## src/rtl/serial_addsub_pkg.sv

```systemverilog
// serial_addsub_pkg: shared FSM state type and CON encodings for the serial add/sub sequencer
package serial_addsub_pkg;
  typedef enum logic [1:0] {IDLE, RUN, FIN} state_t;
  localparam logic CON_ADD = 1'b1;
  localparam logic CON_SUB = 1'b0;
endpackage

```

## src/rtl/serial_addsub_seq_slice.sv

```systemverilog
// addsub2_slice: combinational 2-bit add/sub slice with majority carries
//  A0,A1,B0,B1 operand bits; BCI carry/borrow-in; CON 1=add 0=sub
//  S0,S1 sum bits; BCO carry-out; CI1 carry into bit 1 (used for overflow)
module addsub2_slice
  import serial_addsub_pkg::*;
(
  input  logic A0,
  input  logic A1,
  input  logic B0,
  input  logic B1,
  input  logic BCI,
  input  logic CON,
  output logic S0,
  output logic S1,
  output logic BCO,
  output logic CI1
);
  logic bp0, bp1;
  always_comb begin
    bp0 = (CON == CON_ADD) ? B0 : ~B0;
    bp1 = (CON == CON_ADD) ? B1 : ~B1;
    S0  = A0 ^ bp0 ^ BCI;
    CI1 = (A0 & bp0) | (A0 & BCI) | (bp0 & BCI);
    S1  = A1 ^ bp1 ^ CI1;
    BCO = (A1 & bp1) | (A1 & CI1) | (bp1 & CI1);
  end
endmodule

```

## src/rtl/serial_addsub_seq.sv

```systemverilog
// serial_addsub_seq: WIDTH-bit add/sub computed 2 bits per cycle with a START/BUSY/DONE handshake
//  CK clock; RN async active-low reset; START/CON/A/B request and operands (captured on accept)
//  BUSY high in RUN/FIN; DONE one-cycle pulse; S result; BCO carry-out / no-borrow
//  OVF signed overflow, present only when SERIAL_ADDSUB_OVF_EN is defined
module serial_addsub_seq
  import serial_addsub_pkg::*;
#(
  parameter int WIDTH = 16
) (
  input  logic             CK,
  input  logic             RN,
  input  logic             START,
  input  logic             CON,
  input  logic [WIDTH-1:0] A,
  input  logic [WIDTH-1:0] B,
  output logic             BUSY,
  output logic             DONE,
  output logic [WIDTH-1:0] S,
  output logic             BCO
`ifdef SERIAL_ADDSUB_OVF_EN
  ,
  output logic             OVF
`endif
);
  localparam int CW = (WIDTH / 2 > 1) ? $clog2(WIDTH / 2) : 1;
  localparam logic [CW-1:0] LAST = CW'(WIDTH / 2 - 1);
  if (WIDTH < 2 || WIDTH % 2 != 0) begin : g_bad_width
    $error("serial_addsub_seq: WIDTH must be even and >= 2");
  end
  state_t state, nxt;
  logic [CW-1:0] count;
  logic [WIDTH-1:0] a_q, b_q;
  logic con_q, carry;
  logic s0, s1, bco, ci1;
  logic [1:0] a_k, b_k;
  // {count,0} is the LSB index of the current bit pair
  assign a_k = a_q[{count, 1'b0} +: 2];
  assign b_k = b_q[{count, 1'b0} +: 2];
  addsub2_slice u_slice (
    .A0(a_k[0]), .A1(a_k[1]), .B0(b_k[0]), .B1(b_k[1]),
    .BCI(carry), .CON(con_q),
    .S0(s0), .S1(s1), .BCO(bco), .CI1(ci1)
  );
  always_ff @(posedge CK or negedge RN)
    if (!RN) state <= IDLE;
    else state <= nxt;
  always_comb begin
    nxt  = state == IDLE ? (START ? RUN : IDLE) :
           state == RUN  ? (count == LAST ? FIN : RUN) : IDLE;
    BUSY = state != IDLE;
    DONE = state == FIN;
  end
  always_ff @(posedge CK or negedge RN)
    if (!RN) begin
      a_q   <= '0;
      b_q   <= '0;
      con_q <= 1'b0;
      carry <= 1'b0;
      count <= '0;
      S     <= '0;
      BCO   <= 1'b0;
    end else if (state == IDLE && START) begin
      a_q   <= A;
      b_q   <= B;
      con_q <= CON;
      // subtract seeds carry-in 1 to complete the two's-complement of B
      carry <= ~CON;
      count <= '0;
      S     <= '0;
    end else if (state == RUN) begin
      S[{count, 1'b0} +: 2] <= {s1, s0};
      carry <= bco;
      if (count != LAST) count <= count + 1'b1;
      else BCO <= bco;
    end
`ifdef SERIAL_ADDSUB_OVF_EN
  always_ff @(posedge CK or negedge RN)
    if (!RN) OVF <= 1'b0;
    else if (state == RUN && count == LAST) OVF <= ci1 ^ bco;
`endif
endmodule

```

## config.mk

```make
export PLATFORM = sky130hd
export DESIGN_NAME = serial_addsub_seq
export DESIGN_NICKNAME = d
export VERILOG_FILES = /design/src/rtl/serial_addsub_pkg.sv /design/src/rtl/serial_addsub_seq_slice.sv /design/src/rtl/serial_addsub_seq.sv
export SDC_FILE = /design/constraint.sdc
export NUM_CORES = 1
export LEC_CHECK = 0
export BUFFER_PORTS_ARGS = -buffer_cell sky130_fd_sc_hd__buf_2
export CAP_MARGIN = 30
export CORE_UTILIZATION = 30
export DETAILED_ROUTE_END_ITERATION = 12
export SETUP_SLACK_MARGIN = 0.05
export SLEW_MARGIN = 10
export SYNTH_ARGS = -nofsm -noshare
export SYNTH_HDL_FRONTEND = slang
export SYNTH_SLANG_ARGS = --single-unit
```

## constraint.sdc

```tcl
create_clock -name CK -period 3.19 [get_ports CK]
set_input_delay 0.319 -clock CK [delete_from_list [all_inputs] [get_ports CK]]
set_output_delay 0.319 -clock CK [all_outputs]
set_load 0.01 [all_outputs]
```

* Word-level counts from Yosys, hierarchy flattened *
Cells that the tools add are included.

word-level totals
  word-level logic and storage cells = 58
  output and inout port bits = 19
  flip-flop bits (word level) = 56
  bits of input ports = 36

cells by class
  multiplexer cells = 14
  $add $sub $neg = 2
  shift-type cells = 4
  equal/unequal tests = 4
  bitwise logic cells = 19
  reduce and logical (&&, ||, !) cells = 7

operators with widths
  kind                      number
  $mux W16                  2
  $shiftx A16 B5 Y2         2
  $bwmux W16                1
  $shift A2 B6 Y16 const A  1
  $shiftx A2 B6 Y16         1
  $mux W3                   3
  $and A1 B1 Y1             6
  $mux W2                   3
  $neg A4 Y6                1
  $reduce_bool A2 Y1        3
  $mux W1                   5
  $not A1 Y1                5
  $or A1 B1 Y1              4
  $xor A1 B1 Y1             4
  $add A3 B1 Y3 const B     1
  $eq A3 B3 Y1 const B      1
  $ne A3 B3 Y1 const B      1
  $reduce_and A3 Y1         1
  $eq A2 B1 Y1 const B      1
  $eq A2 B2 Y1 const B      1
  $logic_not A2 Y1          1
  $reduce_and A2 Y1         1
  $logic_and A1 B1 Y1       1

* Logic depth before layout (Yosys ltp) *
Gate-level depths: netlist (run 1).

  depth in word-level cells = 11
  gate-level depth with buffers = 10
  gate-level depth less buffers = 9

* Cells and area by module *
Synthesis (run 1) repeated with hierarchy kept, for this count alone.

unflattened totals
  cell total of the unflattened synthesis = 210
  area, all modules = 2820.2 µm²

by module, submodules not included
  module             instances  sequential area each (µm²)  cells each  area each (µm²)
  serial_addsub_seq  1          1401.3                      203         2745.1
  addsub2_slice      1          0.0                         7           75.1

* Worst setup path after synthesis (run 1) *
Ideal clock, no wire load.

  path type = flip-flop to flip-flop
  start point = reg count[0]
  end point = reg S[9]
  data arrival time = 2790 ps
  cell stages (with the launch flop) = 11
  required time = 3113 ps
  library setup time = 77 ps
  setup slack = 323 ps
  cell sequence = dfrtp_1 > buf_2 > mux2i_1 > mux4_2 > xnor2_1 > fa_1 > inv_1 > fa_1 > inv_1 > or4_1 > a21oi_1

on the way
  cells in the longest elaborated chain, start to end = 11
  elaborated cells between the ends (all ways) = 21
  those cells by class = 1 x add/sub; 4 x shift; 5 x mux; 11 x bitwise

RTL lines
  what                           line                           source
  start, declared                serial_addsub_seq.sv:31        logic [CW-1:0] count;
  start signal, assigned         serial_addsub_seq.sv:73        if (count != LAST) count <= count + 1'b1;
  $shiftx A16 B5 Y2              serial_addsub_seq.sv:38        assign b_k = b_q[{count, 1'b0} +: 2];
  $not A1 Y1                     serial_addsub_seq_slice.sv:20  bp0 = (CON == CON_ADD) ? B0 : ~B0;
  $mux W1                        serial_addsub_seq_slice.sv:20
  $and A1 B1 Y1                  serial_addsub_seq_slice.sv:23  CI1 = (A0 & bp0) | (A0 & BCI) | (bp0 & BCI);
  $or A1 B1 Y1 (2 in series)     serial_addsub_seq_slice.sv:23
  $xor A1 B1 Y1                  serial_addsub_seq_slice.sv:24  S1 = A1 ^ bp1 ^ CI1;
  $shiftx A2 B6 Y16              serial_addsub_seq.sv:71        S[{count, 1'b0} +: 2] <= {s1, s0};
  $bwmux W16 *                   serial_addsub_seq.sv:71
  $mux W16 *                     serial_addsub_seq.sv:70        end else if (state == RUN) begin
  $mux W16 *                     serial_addsub_seq.sv:62        end else if (state == IDLE && START) begin
  end signal, assigned by index  serial_addsub_seq.sv:71
  end, declared                  serial_addsub_seq.sv:18        output logic [WIDTH-1:0] S,

Every way passes the cells marked *; elsewhere a longest branch is shown, timed or not. The select of a mux whose other input is x is not followed.
A chain may end at the register's enable or synchronous reset.

* Worst setup path in the final report (run 1) *
  start point = reg count[0]
  end point = reg S[1]

The elaborated chain is that of the path after synthesis.

==> impl_results.md, run 1 <==
* Top area cells in the synthesized netlist: dfrtp_1, mux2_2, mux4_2
* First DRT Iteration DRCs at a little under 80
* Post-synthesis cell area at approximately 2700 um^2
* GRT Total Usage at approximately an eighth
* Worst Setup SP: count[0]
* Worst EP required at between 3 and 4 ns
* Clock Skew at between 0.007 and 0.008 ns
* Latest clock arrival within the worst-skew pair at ~0.31 ns
* RSZ-0062 raised after global routing: false
* Cell Rows at 34
* Commonest cells in the netlist: dfrtp_1, mux2_2, a21oi_1, o31ai_1, mux2i_1
* Crit path DAT at around 3.2 ns
* CP max FO at 5
* Largest net degree at the start of global routing at 53
* Vias in the first global route at roughly 1,900
* Post-Synth Simple-Gate Area at a little over a tenth
* Sequential standard cell area at ~1400 um^2
* WL final at around 5800 um
* H-tree levels at 2
* Avg WL per Cell at 15.2 um
* Failing checks: design-rule violations
* GRT overflow at 0
* Clock buffer count from CTS at 5
* Async SR Flop Fraction at 100%
* Met2 GRT Util at between 15 and 20%
* Synth Area in XOR/XNOR at less than 1%
* Cells after synthesis at between 200 and 250
* Placed insts at about 370
* Port Buffers at 54
* GR peak layer: met2
* Area growth from synthesis to layout at 19.0%
* DRC at 9
* Adder-cell area share of the yosys netlist at 3.28%
* Fmax at approximately 340 MHz
* Via density at just under 5
* DP Wirelength at 4140 um
* Maximum root-to-sink buffer count at 2
* Initial Util at a little over 30%
* Core area at roughly 9000 um^2
* Fill cells at 866
* Leak pwr at between 1 and 1.5 nW
* Die Y-Extent at ~100 um
* Post-synthesis mux area share at around 23%
* CP Buf/Inv Count at 3
* DRT Pass-1 Iters at 8
* Clk slew on worst S/H paths at ~0.11 ns
* Largest family of logic cells by synthesized area: multiplexers
* Tightest Pin Transition at ~0.63 ns
* Critical R2R Launch: count[0]
* Setup violators final at 0
* TritonCTS clock tree: done
* Met3 usage at 3.17%
* Antenna violations before repair at 0
* Area leader, netlist: dfrtp_1
* IO Pins at 55
* Slew headroom at 58.1%
* Peak supply drop at 0.523 mV
* Crit path max-delay cell type: fa_2
* Final hold slack at between 0.2 and 0.25 ns
* Slew Limit Fails at 0
* Clock root buffer: clkbuf_8
* CP endpoint kind: flop
* Final-report hold violation count at 0
* Synthesis-stage register bit count at 56
* Sum Neg Setup Slack at 0 ns
* Worst setup SP type: flop
* WS Path Type: flop to flop
* Delay-heaviest family, CP: adder cells
* Status: finished, violations left
* Final non-filler cell total at 380
* Met1 usage at approximately 18%
* Vias at 1,855
* Die Wd at 97.7 um
* Antenna diode count at 0
* Post-synth EDFFs at 0
* Most instantiated library cell after synthesis: dfrtp_1
* CP dominant cell by count: inv_1
* Register area share after synthesis at between 50% and 60%
* Remaining antenna violation count at 0
* Hold_sp: B[9]
* Clk sinks at 56
* Area of the multi-input gates at about 1300 um^2
* Top FF cell, synth: dfrtp_1
* Final min period at a little under 3 ns
* First-pass GRT wire length at around 9700 um
* Layout cell share with drive strength beyond 1 at 45.2%
* Power density over cell area at approximately 1100 nW/um^2
* Crit path cell chain: buf_2 > mux2i_1 > mux4_2 > xnor2_2 > fa_1 > inv_1 > fa_2 > inv_1 > or4_1 > a21oi_1
* Yosys Warn Count at 0
* DIE AREA at 9540 um^2
* Tcrit/Tclk final at 93.1%
* Post-synthesis compound-gate area fraction at 7.88%
* Worst Hold Class: primary input to flop
* Syn Nets at 254
* Distinct cells, synth at 39
* Final Util at between 30 and 40%
* Post-synth top area share at approximately half
* Syn avg cell area at approximately 13 um^2
* GP Congestion at 0.733
* Nets at 313
* Worst path max stage delay at between 0.5 and 0.6 ns
* Max-cap violations at 0
-- through the flow --
stage               instance area [um^2]  total power [mW]  worst slack (ns)
global route                        3270              3.95            0.0582
floorplan                           2750              2.68             0.323
detailed placement                  3130              3.21           0.00337
CTS                                 3230              3.62             0.109
finish                              3270              3.66             0.221
global placement                    3130              3.15             0.121
-- final timing paths --
path | endpoint | slack, ns | cells after the start
hold / removal | b_q[9] | 0.23 | 2
setup / recovery | S[1] | 0.22 | 10
min in group asynchronous | b_q[13] | 0.48 | 2
hold reg to reg | a_q[11] | 0.52 | 1
setup reg to reg | S[1] | 0.22 | 10
max in group asynchronous | count[0] | 1.85 | 3
-- routing by layer --
metal  routed length, um  part of all wire, %
met2                2680                   47
met1                2760                   48
met3                 285                  4.9
met4                  33                 0.57
met5                   0                    0
-- repair_timing --
action | in CTS | in global routing
hold buffers | 1 | 0
endpoints found under the hold margin | 21 | 0
setup endpoints to repair | 3 | 3
setup buffers | 0 | 4
gates resized for setup | 1 | 2
-- sequential cells by signal (all words and copies together) (netlist names) --
signal	cells
BCO	1
S	16
a_q	16
b_q	16
carry	1
con_q	1
count	3
state	2
-- where the power goes --
| group | switching [mW] | leakage (nW) | internal (mW) |
|---|---|---|---|
| logic | 1.03 | 0.744 | 0.978 |
| clock network | 0.243 | 0.0445 | 0.157 |
| registers | 0.221 | 0.691 | 1.03 |
-- final cells by class --
cell class	count	share of cell area (%)
repair buffers	65	10.8
clock buffers	5	2.11
clock inverters	3	0.651
flip-flops and latches	56	42.9
inverters	8	0.919
well taps	108	4.13
multi-input cells	135	38.5
-- cell usage in the layout, fill, tap and decap left out, types with 3 or more instances in the layout --
cell type,Yosys,final
buf_4,2,9
o21ai_0,6,6
ha_1,4,4
mux2_2,35,35
or3_1,4,4
mux2i_1,9,9
or4_1,7,7
o31ai_1,10,10
nand2_1,4,4
buf_2,8,55
inv_1,8,8
clkbuf_8,0,5
dfrtp_1,56,55
mux4_2,6,6
a21oi_1,15,15
nor2b_1,3,3
-- kinds of logic after synthesis --
group,Yosys count
flops,56
xor+xnor,2
simple gates,42
buf+inv,21
compound gates,35
mux,50
fa+ha+maj,6
No activity file was read; power rests on OpenSTA's default activity.
==> inputs of run 2 (changes only) <==
--- a/config.mk
+++ b/config.mk
@@ -13,4 +13,5 @@
 export SLEW_MARGIN = 10
 export SYNTH_ARGS = -nofsm -noshare
 export SYNTH_HDL_FRONTEND = slang
+export SYNTH_HIERARCHICAL = 1
 export SYNTH_SLANG_ARGS = --single-unit
==> impl_results.md, run 2 <==
* Clock Skew at 0.00679 ns (-0.000926 ns)
* H-tree levels at 2 (unchanged)
* First DRT Iteration DRCs at 85 (+10%)
* Most frequent cells in the layout: dfrtp_1, buf_2, mux2_4
* Area growth from synthesis to layout at 17.6%
* DRT Pass-1 Iters at 4 (-4)
* Most instantiated library cell after synthesis: dfrtp_1
* Register area share after synthesis at 49.7% (-1.3 points)
* Max-cap violations at 0 (unchanged)
* Initial Util at 30.8% (-0.37 points)
* Clock root buffer: clkbuf_8
* Power density over cell area at 1100 nW/um^2 (-1.8%)
* Crit path cell chain: mux4_2 > nand2_1 > nand2_1 > xnor2_1 > ha_1 > xor2_1 > nand2_1 > o21ai_0
* First-pass GRT wire length at 9520 um (-2.3%)
* Latest clock arrival within the worst-skew pair at 0.31 ns (about the same)
* Worst setup SP type: flop
* Leak pwr at 1.68 nW (+13%)
* Slew Limit Fails at 0 (unchanged)
* Crit path DAT at 2.84 ns (-0.36 ns)
* Async SR Flop Fraction at 100% (unchanged)
* Post-synthesis cell area at 2820 um^2 (+2.7%)
* Vias in the first global route at 1,877 (-2.3%)
* Status: finished, violations left
* GP Congestion at 0.748 (+2.0%)
* Yosys Warn Count at 6 (+6)
* WL final at 5560 um (-3.6%)
* IO Pins at 55 (unchanged)
* Failing checks: negative hold slack
* CP max FO at 14 (+9)
* Setup violators final at 0 (unchanged)
* Commonest cells in the netlist: dfrtp_1, mux2_4, nand2_1, nand3_1
* GRT Total Usage at 12.3% (-0.37 points)
* Post-cts hold buffer count at 0 (-1)
* Top FF cell, synth: dfrtp_1
* CP endpoint kind: flop
* Cell Rows at 35 (+2.9%)
* CP dominant cell by count: nand2_1
* Commonest non-fill, non-tap cell in the layout: dfrtp_1
* Clock buffer count from CTS at 5 (unchanged)
* Largest net degree at the start of global routing at 43 (-19%)
* WS Path Type: flop to flop
* Post-CTS Resized at 0 (-1)
* Clk slew on worst S/H paths at 0.09 ns (-0.02 ns)
* Fmax at 384 MHz (+14%)
* Final-report hold violation count at 20 (+20)
* Post-synth EDFFs at 0 (unchanged)
* Tightest Pin Transition at 0.541 ns (-0.0875 ns)
* Remaining antenna violation count at 0 (unchanged)
* Antenna diode count at 0 (unchanged)
* Antenna violations before repair at 0 (unchanged)
* DP Wirelength at 4150 um (+0.26%)
* Port Buffers at 54 (unchanged)
* Delay-heaviest family, CP: flip-flops
* Top Registers: S x16, a_q x16, b_q x16
* Peak supply drop at 0.431 mV (-18%)
* RSZ-0062 raised after global routing: false
* Area leader, netlist: dfrtp_1
* Layout cell share with drive strength beyond 1 at 43.8% (-1.4 points)
* Syn avg cell area at 13.4 um^2 (+3.7%)
* Final hold slack at -0.0174 ns (-0.248 ns)
* Via density at 4.77 (-2.3%)
* Core area at 9150 um^2 (+3.9%)
* Worst EP required at 3.42 ns (about the same)
* Final min period at 2.61 ns (-0.364 ns)
* Sum Neg Setup Slack at 0 ns (unchanged)
* Worst Hold Class: primary input to asynchronous set/reset pin
* TritonCTS clock tree: done
* Total power at 3.64 mW (-0.38%)
* Clk sinks at 56 (unchanged)
* Slew headroom at 63.9% (+5.8 points)
* Tcrit/Tclk final at 81.7% (-11 points)
* Synthesis-stage register bit count at 56 (unchanged)
* CP Buf/Inv Count at 0 (-3)
* Crit path max-delay cell type: dfrtp_1
* Syn Nets at 253 (-0.39%)
* Worst path max stage delay at 0.69 ns (+0.12 ns)
* Avg WL per Cell at 14.8 um (-2.6%)
* Vias at 1,793 (-3.3%)
* Distinct cells, synth at 37 (-5.1%)
* DIE AREA at 9790 um^2 (+2.6%)
* Cells after synthesis at 210 (-0.94%)
* GRT overflow at 0 (unchanged)
* Top area cells in the synthesized netlist: dfrtp_1, mux2_4, mux4_2
* DRC at 0 (-9)
* Post-CTS Setup Inserts at 0 (unchanged)
* Maximum root-to-sink buffer count at 2 (unchanged)
* Die Y-Extent at 99.0 um (+1.3%)
* Die Wd at 99.0 um (+1.3%)
* Post-synth top area share at 49.7% (-1.3 points)
* Nets at 309 (-1.3%)
run 2: cell count changes after synthesis, moves of 3 or more:
cell and change:
o211ai_1 +3, nand3_1 +7, nand2_1 +18, or3_1 -4, a21oi_1 -10, o31ai_1 -10, mux2_2 -27, inv_1 -3
buf_2 -4, mux2_4 +27, a22o_1 +3, or4_1 -7
run 2: layout make-up:
cell class	instances	area, um^2
fillers	889	5840
flip-flops and latches	56	1400
multi-input cells	139	1330
repair buffers	59	328
well taps	111	139
clock buffers	5	68.8
clock inverters	1	30.0
inverters	5	18.8
run 2: power breakdown:
| part | switching [mW] | internal (mW) |
|---|---|---|
| sequential | 0.264 | 1.03 |
| clock | 0.215 | 0.226 |
| combinational | 0.909 | 0.998 |
| total | 1.39 | 2.26 |
run 2: path summary, 6_finish.rpt:
check / endpoint / cells past startpoint / from / slack (ns)
setup / recovery: S[3] / 8 / count[2] / 0.58
setup reg to reg: S[3] / 8 / count[2] / 0.58
hold / removal: S[10] / 1 / RN / -0.02
min in group CK: b_q[15] / 2 / B[15] / 0.23
max in group asynchronous: b_q[5] / 3 / RN / 2.47
hold reg to reg: a_q[10] / 1 / a_q[10] / 0.52
run 2: cell families (layout without fill, tap and decap cells):
kind of cell | after synthesis | count (layout) | share of synthesized area [%]
AND/OR/NAND/NOR | 52 | 52 | 9.94
flip-flops | 56 | 56 | 49.7
adder cells (fa/ha/maj) | 7 | 7 | 3.37
AO/OA/AOI/OAI | 26 | 26 | 6.17
XOR/XNOR | 3 | 3 | 0.932
buffers and inverters | 15 | 70 | 3.11
multiplexers | 51 | 51 | 26.8
run 2: layer usage:
| layer | track usage [%] | vias to the layer above | routed length, um |
|---|---|---|---|
| met1 | 16.9 | 877 | 2620 |
| met2 | 19.5 | 45 | 2550 |
| met3 | 2.62 | 6 | 299 |
| met5 | 0 | - | 0 |
| li1 | - | 865 | - |
| met4 | 4.13 | 0 | 79 |
run 2: per-stage QoR:
stage	setup slack [ns]	std cells	util (%)	area, um^2
3_3_place_gp	0.629	369	34.9	3190
6_report	0.585	376	36.2	3320
3_5_place_dp	0.602	369	34.9	3190
4_1_cts	0.558	375	35.9	3290
5_1_grt	0.339	376	36.2	3320
2_1_floorplan	0.721	210	-	2820
==> inputs of run 3 (changes only) <==
==> constraint.sdc (replaced) <==
create_clock -name CK -period 2.55 [get_ports CK]
set_input_delay 0.255 -clock CK [delete_from_list [all_inputs] [get_ports CK]]
set_output_delay 0.255 -clock CK [all_outputs]
set_load 0.01 [all_outputs]
==> impl_results.md, run 3 (synthesis gave the netlist of run 2 again) <==
* Status: complete, no violations
* Slew headroom at 67.2% (+3.2 points)
* Worst Hold Class: primary input to flop
* Worst setup SP type: flop
* Clock root buffer: clkbuf_8
* First DRT Iteration DRCs at 94 (+11%)
* Commonest non-fill, non-tap cell in the layout: dfrtp_1
* Leak pwr at 1.70 nW (+1.3%)
* Remaining antenna violation count at 0 (unchanged)
* Maximum root-to-sink buffer count at 2 (unchanged)
* Die Wd at 99.0 um (unchanged)
* Antenna violations before repair at 0 (unchanged)
* Initial Util at 30.8% (unchanged)
* Nets at 314 (+1.6%)
* Die Y-Extent at 99.0 um (unchanged)
* Via density at 4.72 (-1.1%)
* Clock buffer count from CTS at 5 (unchanged)
* GP Congestion at 0.794 (+6.2%)
* Setup violators final at 0 (unchanged)
* Largest net degree at the start of global routing at 37 (-14%)
* Cell Rows at 35 (unchanged)
* Worst EP required at 2.80 ns (-0.62 ns)
* Clk sinks at 56 (unchanged)
* Clock Skew at 0.0106 ns (+0.00377 ns)
* DP Worst Slack at 0.123 ns (-0.479 ns)
* DRT Pass-1 Iters at 4 (unchanged)
* CP endpoint kind: flop
* RSZ-0062 raised after global routing: false
* Vias at 1,807 (+0.78%)
* Slew Limit Fails at 0 (unchanged)
* Tightest Pin Transition at 0.493 ns (-0.0482 ns)
* Avg WL per Cell at 14.9 um (+1.1%)
* Area growth from synthesis to layout at 19.6%
* Clk slew on worst S/H paths at 0.10 ns (about the same)
* Vias in the first global route at 1,922 (+2.4%)
* Post-CTS Setup Inserts at 0 (unchanged)
* DRC at 0 (unchanged)
* Crit path DAT at 2.63 ns (-0.21 ns)
* CP max FO at 11 (-3)
* DP Wirelength at 4280 um (+3.2%)
* Layout cell share with drive strength beyond 1 at 46.3% (+2.5 points)
* Most frequent cells in the layout: dfrtp_1, buf_2, mux2_4
* Reg2reg setup slack at 0.17 ns (-0.41 ns)
* IO Pins at 55 (unchanged)
* Top Registers: S x16, a_q x16, b_q x16
* Max-cap violations at 0 (unchanged)
* Final min period at 2.38 ns (-0.225 ns)
* Final Util at 36.9% (+0.62 points)
* Peak supply drop at 0.480 mV (+12%)
* Port Buffers at 54 (unchanged)
* Sequential standard cell area at 1400 um^2 (about the same)
* H-tree levels at 2 (unchanged)
* WS Path Type: flop to flop
* Fmax at 420 MHz (+9.5%)
* DIE AREA at 9790 um^2 (unchanged)
* Sum Neg Setup Slack at 0 ns (unchanged)
* First-pass GRT wire length at 9660 um (+1.5%)
* Fill cells at 908 (+2.1%)
* GRT Total Usage at 12.7% (+0.37 points)
* Tcrit/Tclk final at 93.3% (+12 points)
* Area of the multi-input gates at 1350 um^2 (+1.4%)
* Core area at 9150 um^2 (unchanged)
* Power density over cell area at 1470 nW/um^2 (+34%)
* Post-layout worst setup margin at 0.170 ns (-0.415 ns)
* Final-report hold violation count at 0 (-100%)
* GRT overflow at 0 (unchanged)
* Latest clock arrival within the worst-skew pair at 0.31 ns (about the same)
* Antenna diode count at 0 (unchanged)
* WL final at 5720 um (+3.0%)
* TritonCTS clock tree: done
run 3: layout make-up:
cell class	instances	area share [%]
sequential	56	41.6
multi-input combinational	139	40.0
timing repair buffer	64	10.4
tap	111	4.12
clock buffer	6	2.15
clock inverter	2	1.15
inverter	5	0.556
run 3: stage by stage:
| stage | hold WS (ns) | std cells | area, um^2 | power (mW) |
|---|---|---|---|---|
| 2_1_floorplan | -0.0406 | 210 | 2820 | 3.45 |
| 3_3_place_gp | 0.260 | 374 | 3230 | 4.21 |
| 3_5_place_dp | 0.255 | 374 | 3230 | 4.28 |
| 4_1_cts | 0.158 | 383 | 3350 | 4.90 |
| 5_1_grt | 0.154 | 383 | 3370 | 5.32 |
| 6_report | 0.163 | 383 | 3370 | 4.95 |
run 3: power by group:
part           internal (mW)  switching [mW]
clock network          0.297           0.292
logic                   1.47            1.32
registers               1.29           0.275
total                   3.07            1.89
run 3: critical path, stage by stage (launching register included):
cell	delay, ns
dfrtp_1	0.37
buf_6	0.16
mux4_2	0.49
nand2_1	0.08
nand2_1	0.06
xnor2_1	0.15
fa_2	0.56
inv_1	0.07
nor4_2	0.23
a31o_2	0.14
run 3: worst paths after layout:
check                          from  endpoint  cells after the start
setup reg to reg           count[1]      S[6]                      9
setup / recovery           count[1]      S[6]                      9
max in group asynchronous        RN  count[2]                      3
min in group asynchronous        RN      S[3]                      2
hold / removal                 A[9]    a_q[9]                      2
hold reg to reg              b_q[3]    b_q[3]                      1
run 3: metal layers:
layer / vias up / GRT usage [%] / routed length (um)
met5: - / 0 / 0
met4: 0 / 4.02 / 64
met3: 8 / 2.55 / 243
met2: 42 / 19.9 / 2640
met1: 879 / 17.7 / 2780
li1: 878 / - / -
run 3: timing repair:
item,CTS,global route
hold endpoints to repair,20,0
resized for setup,0,6
setup endpoints to repair,0,11
hold buffers,1,0
